### src/rtl/vga_pkg.sv
// Shared VGA timing defaults, pixel/coordinate types and RGB332 expansion.
package vga_pkg;

  localparam int unsigned H_ACTIVE_DEF = 640;
  localparam int unsigned H_FP_DEF     = 16;
  localparam int unsigned H_SYNC_DEF   = 96;
  localparam int unsigned H_BP_DEF     = 48;
  localparam int unsigned H_TOTAL_DEF  = H_ACTIVE_DEF + H_FP_DEF + H_SYNC_DEF + H_BP_DEF;

  localparam int unsigned V_ACTIVE_DEF = 480;
  localparam int unsigned V_FP_DEF     = 10;
  localparam int unsigned V_SYNC_DEF   = 2;
  localparam int unsigned V_BP_DEF     = 33;
  localparam int unsigned V_TOTAL_DEF  = V_ACTIVE_DEF + V_FP_DEF + V_SYNC_DEF + V_BP_DEF;

  typedef logic [7:0]  rgb332_t;
  typedef logic [10:0] coord_t;

  typedef struct packed {
    logic [7:0] r;
    logic [7:0] g;
    logic [7:0] b;
  } rgb888_t;

  // Bit replication so full-scale 3/2-bit codes map to 8'hFF.
  function automatic rgb888_t rgb332_to_888(input rgb332_t c);
    rgb888_t o;
    o.r = {c[7:5], c[7:5], c[7:6]};
    o.g = {c[4:2], c[4:2], c[4:3]};
    o.b = {c[1:0], c[1:0], c[1:0], c[1:0]};
    return o;
  endfunction

endpackage

### src/rtl/vga_delay_line.sv
// Fixed-depth shift register; each bit resets to its own preload value.
module vga_delay_line #(
  parameter int unsigned          DEPTH = 1,
  parameter int unsigned          WIDTH = 1,
  parameter logic [WIDTH-1:0]     INIT  = '0
) (
  input  logic             CLK,
  input  logic             RESETn,
  input  logic [WIDTH-1:0] d,
  output logic [WIDTH-1:0] q
);

  logic [WIDTH-1:0] stage [DEPTH];

  always_ff @(posedge CLK or negedge RESETn) begin
    if (!RESETn) begin
      for (int unsigned i = 0; i < DEPTH; i++) stage[i] <= INIT;
    end else begin
      stage[0] <= d;
      for (int unsigned i = 1; i < DEPTH; i++) stage[i] <= stage[i-1];
    end
  end

  assign q = stage[DEPTH-1];

endmodule

### src/rtl/vga_scan_gen.sv
// VGA raster counters, sync/blank generation aligned to the object layer
// latency, RGB332 pixel output stage and a per-frame tick.
module vga_scan_gen
  import vga_pkg::*;
#(
  parameter int unsigned H_ACTIVE    = H_ACTIVE_DEF,
  parameter int unsigned H_FP        = H_FP_DEF,
  parameter int unsigned H_SYNC      = H_SYNC_DEF,
  parameter int unsigned H_BP        = H_BP_DEF,
  parameter int unsigned V_ACTIVE    = V_ACTIVE_DEF,
  parameter int unsigned V_FP        = V_FP_DEF,
  parameter int unsigned V_SYNC      = V_SYNC_DEF,
  parameter int unsigned V_BP        = V_BP_DEF,
  parameter int unsigned OBJ_LATENCY = 1,
  parameter rgb332_t     BG_COLOR    = 8'h00
) (
  input  logic        CLK,
  input  logic        RESETn,
  output logic [10:0] oCoord_X,
  output logic [10:0] oCoord_Y,
  input  logic        drawing_request,
  input  logic [7:0]  mVGA_RGB,
  output logic [7:0]  VGA_R,
  output logic [7:0]  VGA_G,
  output logic [7:0]  VGA_B,
  output logic        VGA_HS,
  output logic        VGA_VS,
  output logic        VGA_BLANK_N,
  output logic        frame_tick
);

  localparam int unsigned H_TOTAL = H_ACTIVE + H_FP + H_SYNC + H_BP;
  localparam int unsigned V_TOTAL = V_ACTIVE + V_FP + V_SYNC + V_BP;

  localparam coord_t H_LAST     = coord_t'(H_TOTAL - 1);
  localparam coord_t V_LAST     = coord_t'(V_TOTAL - 1);
  localparam coord_t H_ACT_END  = coord_t'(H_ACTIVE);
  localparam coord_t V_ACT_END  = coord_t'(V_ACTIVE);
  localparam coord_t HS_START   = coord_t'(H_ACTIVE + H_FP);
  localparam coord_t HS_END     = coord_t'(H_ACTIVE + H_FP + H_SYNC);
  localparam coord_t VS_START   = coord_t'(V_ACTIVE + V_FP);
  localparam coord_t VS_END     = coord_t'(V_ACTIVE + V_FP + V_SYNC);

  coord_t  h_cnt;
  coord_t  v_cnt;
  logic    hs_raw;
  logic    vs_raw;
  logic    act_raw;
  logic    hs_dly;
  logic    vs_dly;
  logic    act_dly;
  rgb332_t pix_sel;
  rgb888_t pix_888;

  always_ff @(posedge CLK or negedge RESETn) begin
    if (!RESETn) begin
      h_cnt <= '0;
      v_cnt <= '0;
    end else if (h_cnt == H_LAST) begin
      h_cnt <= '0;
      v_cnt <= (v_cnt == V_LAST) ? '0 : v_cnt + 1'b1;
    end else begin
      h_cnt <= h_cnt + 1'b1;
    end
  end

  assign oCoord_X = h_cnt;
  assign oCoord_Y = v_cnt;

  always_comb begin
    hs_raw  = !((h_cnt >= HS_START) && (h_cnt < HS_END));
    vs_raw  = !((v_cnt >= VS_START) && (v_cnt < VS_END));
    act_raw = (h_cnt < H_ACT_END) && (v_cnt < V_ACT_END);
  end

  // Timing bits wait here until the object layer's answer for the same
  // coordinate arrives, so both meet in the output register together.
  vga_delay_line #(
    .DEPTH (OBJ_LATENCY),
    .WIDTH (3),
    .INIT  (3'b110)
  ) u_align (
    .CLK    (CLK),
    .RESETn (RESETn),
    .d      ({hs_raw, vs_raw, act_raw}),
    .q      ({hs_dly, vs_dly, act_dly})
  );

  always_comb begin
    pix_sel = '0;
    if (act_dly) pix_sel = drawing_request ? mVGA_RGB : BG_COLOR;
    pix_888 = rgb332_to_888(pix_sel);
  end

  always_ff @(posedge CLK or negedge RESETn) begin
    if (!RESETn) begin
      VGA_R       <= '0;
      VGA_G       <= '0;
      VGA_B       <= '0;
      VGA_HS      <= 1'b1;
      VGA_VS      <= 1'b1;
      VGA_BLANK_N <= 1'b0;
      frame_tick  <= 1'b0;
    end else begin
      VGA_R       <= pix_888.r;
      VGA_G       <= pix_888.g;
      VGA_B       <= pix_888.b;
      VGA_HS      <= hs_dly;
      VGA_VS      <= vs_dly;
      VGA_BLANK_N <= act_dly;
      frame_tick  <= (h_cnt == '0) && (v_cnt == V_ACT_END);
    end
  end

endmodule
### config.mk
export PLATFORM = sky130hd
export DESIGN_NAME = vga_scan_gen
export DESIGN_NICKNAME = d
export VERILOG_FILES = /design/src/rtl/vga_pkg.sv /design/src/rtl/vga_delay_line.sv /design/src/rtl/vga_scan_gen.sv
export SDC_FILE = /design/constraint.sdc
export NUM_CORES = 1
export LEC_CHECK = 0
export ABC_AREA = 1
export CAP_MARGIN = 20
export CORE_MARGIN = 2
export CORE_UTILIZATION = 35
export CTS_CLUSTER_DIAMETER = 40
export CTS_CLUSTER_SIZE = 24
export DETAILED_ROUTE_END_ITERATION = 8
export GPL_TIMING_DRIVEN = 0
export PLACE_DENSITY = 0.65
export SYNTH_ARGS = -nofsm -noshare
export SYNTH_HDL_FRONTEND = slang
export SYNTH_SLANG_ARGS = --single-unit
### constraint.sdc
create_clock -name CLK -period 1.35 [get_ports CLK]
set_input_delay 0.27 -clock CLK [delete_from_list [all_inputs] [get_ports CLK]]
set_output_delay 0.27 -clock CLK [all_outputs]
set_load 0.02 [all_outputs]
==> summary.md <==
| Metric | Value |
|---|---|
| Clock Pin Slew Worst Setup and Hold Paths | `about 0.080 ns` |
| Arrival @ worst endpoint | `~1.6 ns` |
| Core Area | `between 0.005 and 0.006 mm^2` |
| Top_reg_cell synth | `dfrtp_1` |
| Compound-gate portion of the synthesized area | `2.315%` |
| Leakage | `0.001497 uW` |
| Synth area leader | `dfrtp_1` |
| IO Count | `61` |
| PnR Total Power | `around 2100 uW` |
| Largest net degree at the start of global routing | `38` |
| NumNets Final | `343` |
| Ys Warns | `0` |
| Fillers | `between 500 and 600` |
| Root Driver | `clkbuf_8` |
| Synth top area share | `between 40% and 50%` |
| Final WL | `4.943 mm` |
| Required time of the critical path | `approximately 1.5 ns` |
| Number of flops mapped to enable cells by yosys | `0` |
| Diode count | `0` |
| Post-synthesis mux area share | `0%` |
| Max-Cap Viols | `0` |
| FP Rows | `27` |
| Setup WS post-layout | `-0.04128 ns` |
| Worst-Margin Slew | `approximately 0.81 ns` |
| WL/cell | `12.36 um` |
| First-pass DRT Iterations | `5` |
| Area Overhead vs Synth | `51.32%` |
| Async S/R FF share, synth | `100.0%` |
| Initial DRC count | `approximately 120` |
| Maximum VDD drop | `0.3819 mV` |
| CP Launch Type | `flip-flop` |
| Mapped cell area | `about 0.0019 mm^2` |
| Mapped Nets | `around 250` |
| Max FO, Critical Path | `5` |
| Vias/cell | `~4.6` |
| HPWL after DPL | `about 3.2 mm` |
| CTS Hold Bufs | `0` |
| Kind of critical path | `flip-flop to flip-flop` |
| Htree depth | `2` |
| Fin crit period | `about 1.4 ns` |
| Adder-Cell Fraction of Synth Area | `3.215%` |
| Worst Skew | `about 0.0098 ns` |
| Clock buffer depth | `2` |
| Synthesized instance count | `roughly 240` |
| Syn_area_per_cell | `8.209 um^2` |
| GRT Residual Overflow | `0` |
| Xor-xnor portion of the synthesized cell area | `under 10%` |
| Flop-to-flop setup slack | `-0.04 ns` |
| Worst skew pair latency | `0.30 ns` |
| Antenna violations before repair | `0` |
| Period utilization | `103.1%` |
| Setup TNS | `-0.1945 ns` |
| Placer Congestion | `between 0.8 and 0.9` |
| Tot GR Track Use | `about 16%` |
| Final core occ | `~54%` |
| Library cells used by synthesis | `24` |
| Post-synth top cells | `46 x nand2_1, 39 x nor2_1, 37 x inv_1` |
| CTS buffer count | `5` |
| Top cells by area, synth | `dfrtp_1 42%, nand2_1 8.9%, nor2_1 7.5%, inv_1 7.1%, buf_4 6.2%` |
| Final ANT Viol Nets | `0` |
| Status | `complete, but fails checks` |
| Die width | `a little under 80 um` |
| Via count | `between 1500 and 2000` |
| Hold Crit Class | `input port to asynchronous set/reset pin` |
| Die Ht | `~79 um` |
| Layout cell share with drive strength beyond 1 | `between 40% and 50%` |
| Simple-gate share of the synthesized area | `28.68%` |
| Max Transition Viols Final | `0` |
| Initial Util | `35.77%` |
| Hold Fails Final Rpt | `0` |
| Reg2reg path depth | `8` |
| FF+latch count, synth | `37` |
| Die Area | `approximately 0.0062 mm^2` |
| Power Density | `715.6 mW/mm^2` |
| Final setup fails | `9` |
| DRC Markers | `0` |
| First-pass GRT wire length | `7.976 mm` |
| Post-synthesis sequential area ratio | `~48%` |
| CTS tree | `yes` |
| Largest family of logic cells by synthesized area | `simple AND/OR/NAND/NOR gates` |
| Clk sinks | `37` |
| Most frequent cell after synthesis | `nand2_1` |
| Vias in the first global route | `roughly 1800` |
| Buffers added on ports | `60` |
| RSZ-0062 raised after global routing | `yes` |
| Slew margin rel. | `between 40 and 50%` |
| FMAX | `718.8 MHz` |
| Failing checks | `setup timing` |
| Setup crit end kind | `flip-flop` |
per-layer routing:
| metal | vias up | GRT usage, % | routed length, um |
|---|---|---|---|
| met3 | 12 | 4.253 | 368 |
| met4 | 0 | 7.544 | 110 |
| met2 | 89 | 26.67 | 2342 |
| met5 | - | 0 | 0 |
| li1 | 899 | - | - |
| met1 | 833 | 20.58 | 2121 |
cell usage in the layout (no fill, tap or decap):
cell type,n
nand2_1,39
buf_4,34
inv_1,32
nor2_1,32
dfrtp_1,20
buf_2,16
buf_6,13
dfrtp_2,13
nand3_1,11
dlygate4sd2_1,11
clkdlybuf4s50_1,9
xor2_1,8
clkdlybuf4s15_2,8
nand3_2,7
nand2_2,7
nor2_2,7
clkdlybuf4s15_1,6
inv_2,5
nand4_1,5
clkbuf_8,5
dfstp_2,4
nor3_1,4
clkbuf_2,4
o21ai_1,3
nor4_1,3
o21ai_0,3
ha_1,3
a21oi_1,2
nand3b_1,2
ha_4,2
clkinv_2,2
nor2_4,1
nand3_4,1
nor3b_2,1
nor3_4,1
inv_6,1
or2_2,1
o21ai_2,1
clkinvlp_4,1
through the flow:
step                instance area, um^2  hold slack, ns  cells  setup slack (ns)
global route                       2944          0.1374    400           -0.1388
CTS                                2915         0.09151    398          -0.02424
global placement                   2655          0.3458    369           -0.9528
finish                             2944         0.06489    400          -0.04128
floorplan                          1964        -0.02559    237          0.002258
detailed placement                 2650          0.3476    369           -0.1434
logic make-up after synthesis:
kind of cell             count (synthesis)
XOR/XNOR                                 8
AO/OA/AOI/OAI                            9
buffers and inverters                   56
AND/OR/NAND/NOR                        122
flip-flops                              37
adder cells (fa/ha/maj)                  5
power breakdown:
part           internal [uW]  switching, uW
combinational            103            103
clock                    356            416
sequential              1120           7.14
total                   1580            527
state kept, by name (all words and copies together), names as in the netlist:
signal,flops
oCoord_Y,11
VGA_G,3
frame_tick,1
u_align.q,3
VGA_R,3
VGA_VS,1
VGA_B,2
VGA_BLANK_N,1
oCoord_X,11
VGA_HS,1
path summary, 6_finish.rpt:
path / start / endpoint
hold reg to reg: u_align.q[2]$_DFF_PN1_ / VGA_HS$_DFF_PN1_
max in group asynchronous: RESETn / oCoord_X[1]$_DFF_PN0_
min in group CLK: u_align.q[2]$_DFF_PN1_ / VGA_HS$_DFF_PN1_
setup / recovery: oCoord_X[4]$_DFF_PN0_ / oCoord_Y[4]$_DFFE_PN0N_
setup reg to reg: oCoord_X[4]$_DFF_PN0_ / oCoord_Y[4]$_DFFE_PN0N_
hold / removal: RESETn / oCoord_X[9]$_DFF_PN0_
what timing repair did:
action	in CTS	in global routing
resized for setup	148	57
setup endpoints to repair	62	45
pin swaps	6	13
buffers inserted	20	3
cloned	1	0
area by class of cell:
cell class                 count  area, um^2  area share [%]
sequential                    37       947.2           32.17
multi-input combinational    144       834.6           28.35
timing repair buffer          83       688.2           23.37
buffer                        18       150.1           5.100
inverter                      38       147.6           5.015
tap                           72       90.09           3.060
clock buffer                   5       68.82           2.337
clock inverter                 3       17.52          0.5950
worst max-delay path, cell delays in order (launching register included):
cell,delay [ns]
dfrtp_2,0.41
inv_2,0.06
nor2_2,0.11
nand3_2,0.08
nor3_4,0.30
buf_6,0.17
inv_6,0.05
nand2_1,0.05
nand2_1,0.05
No activity file was read; power rests on OpenSTA's default activity.
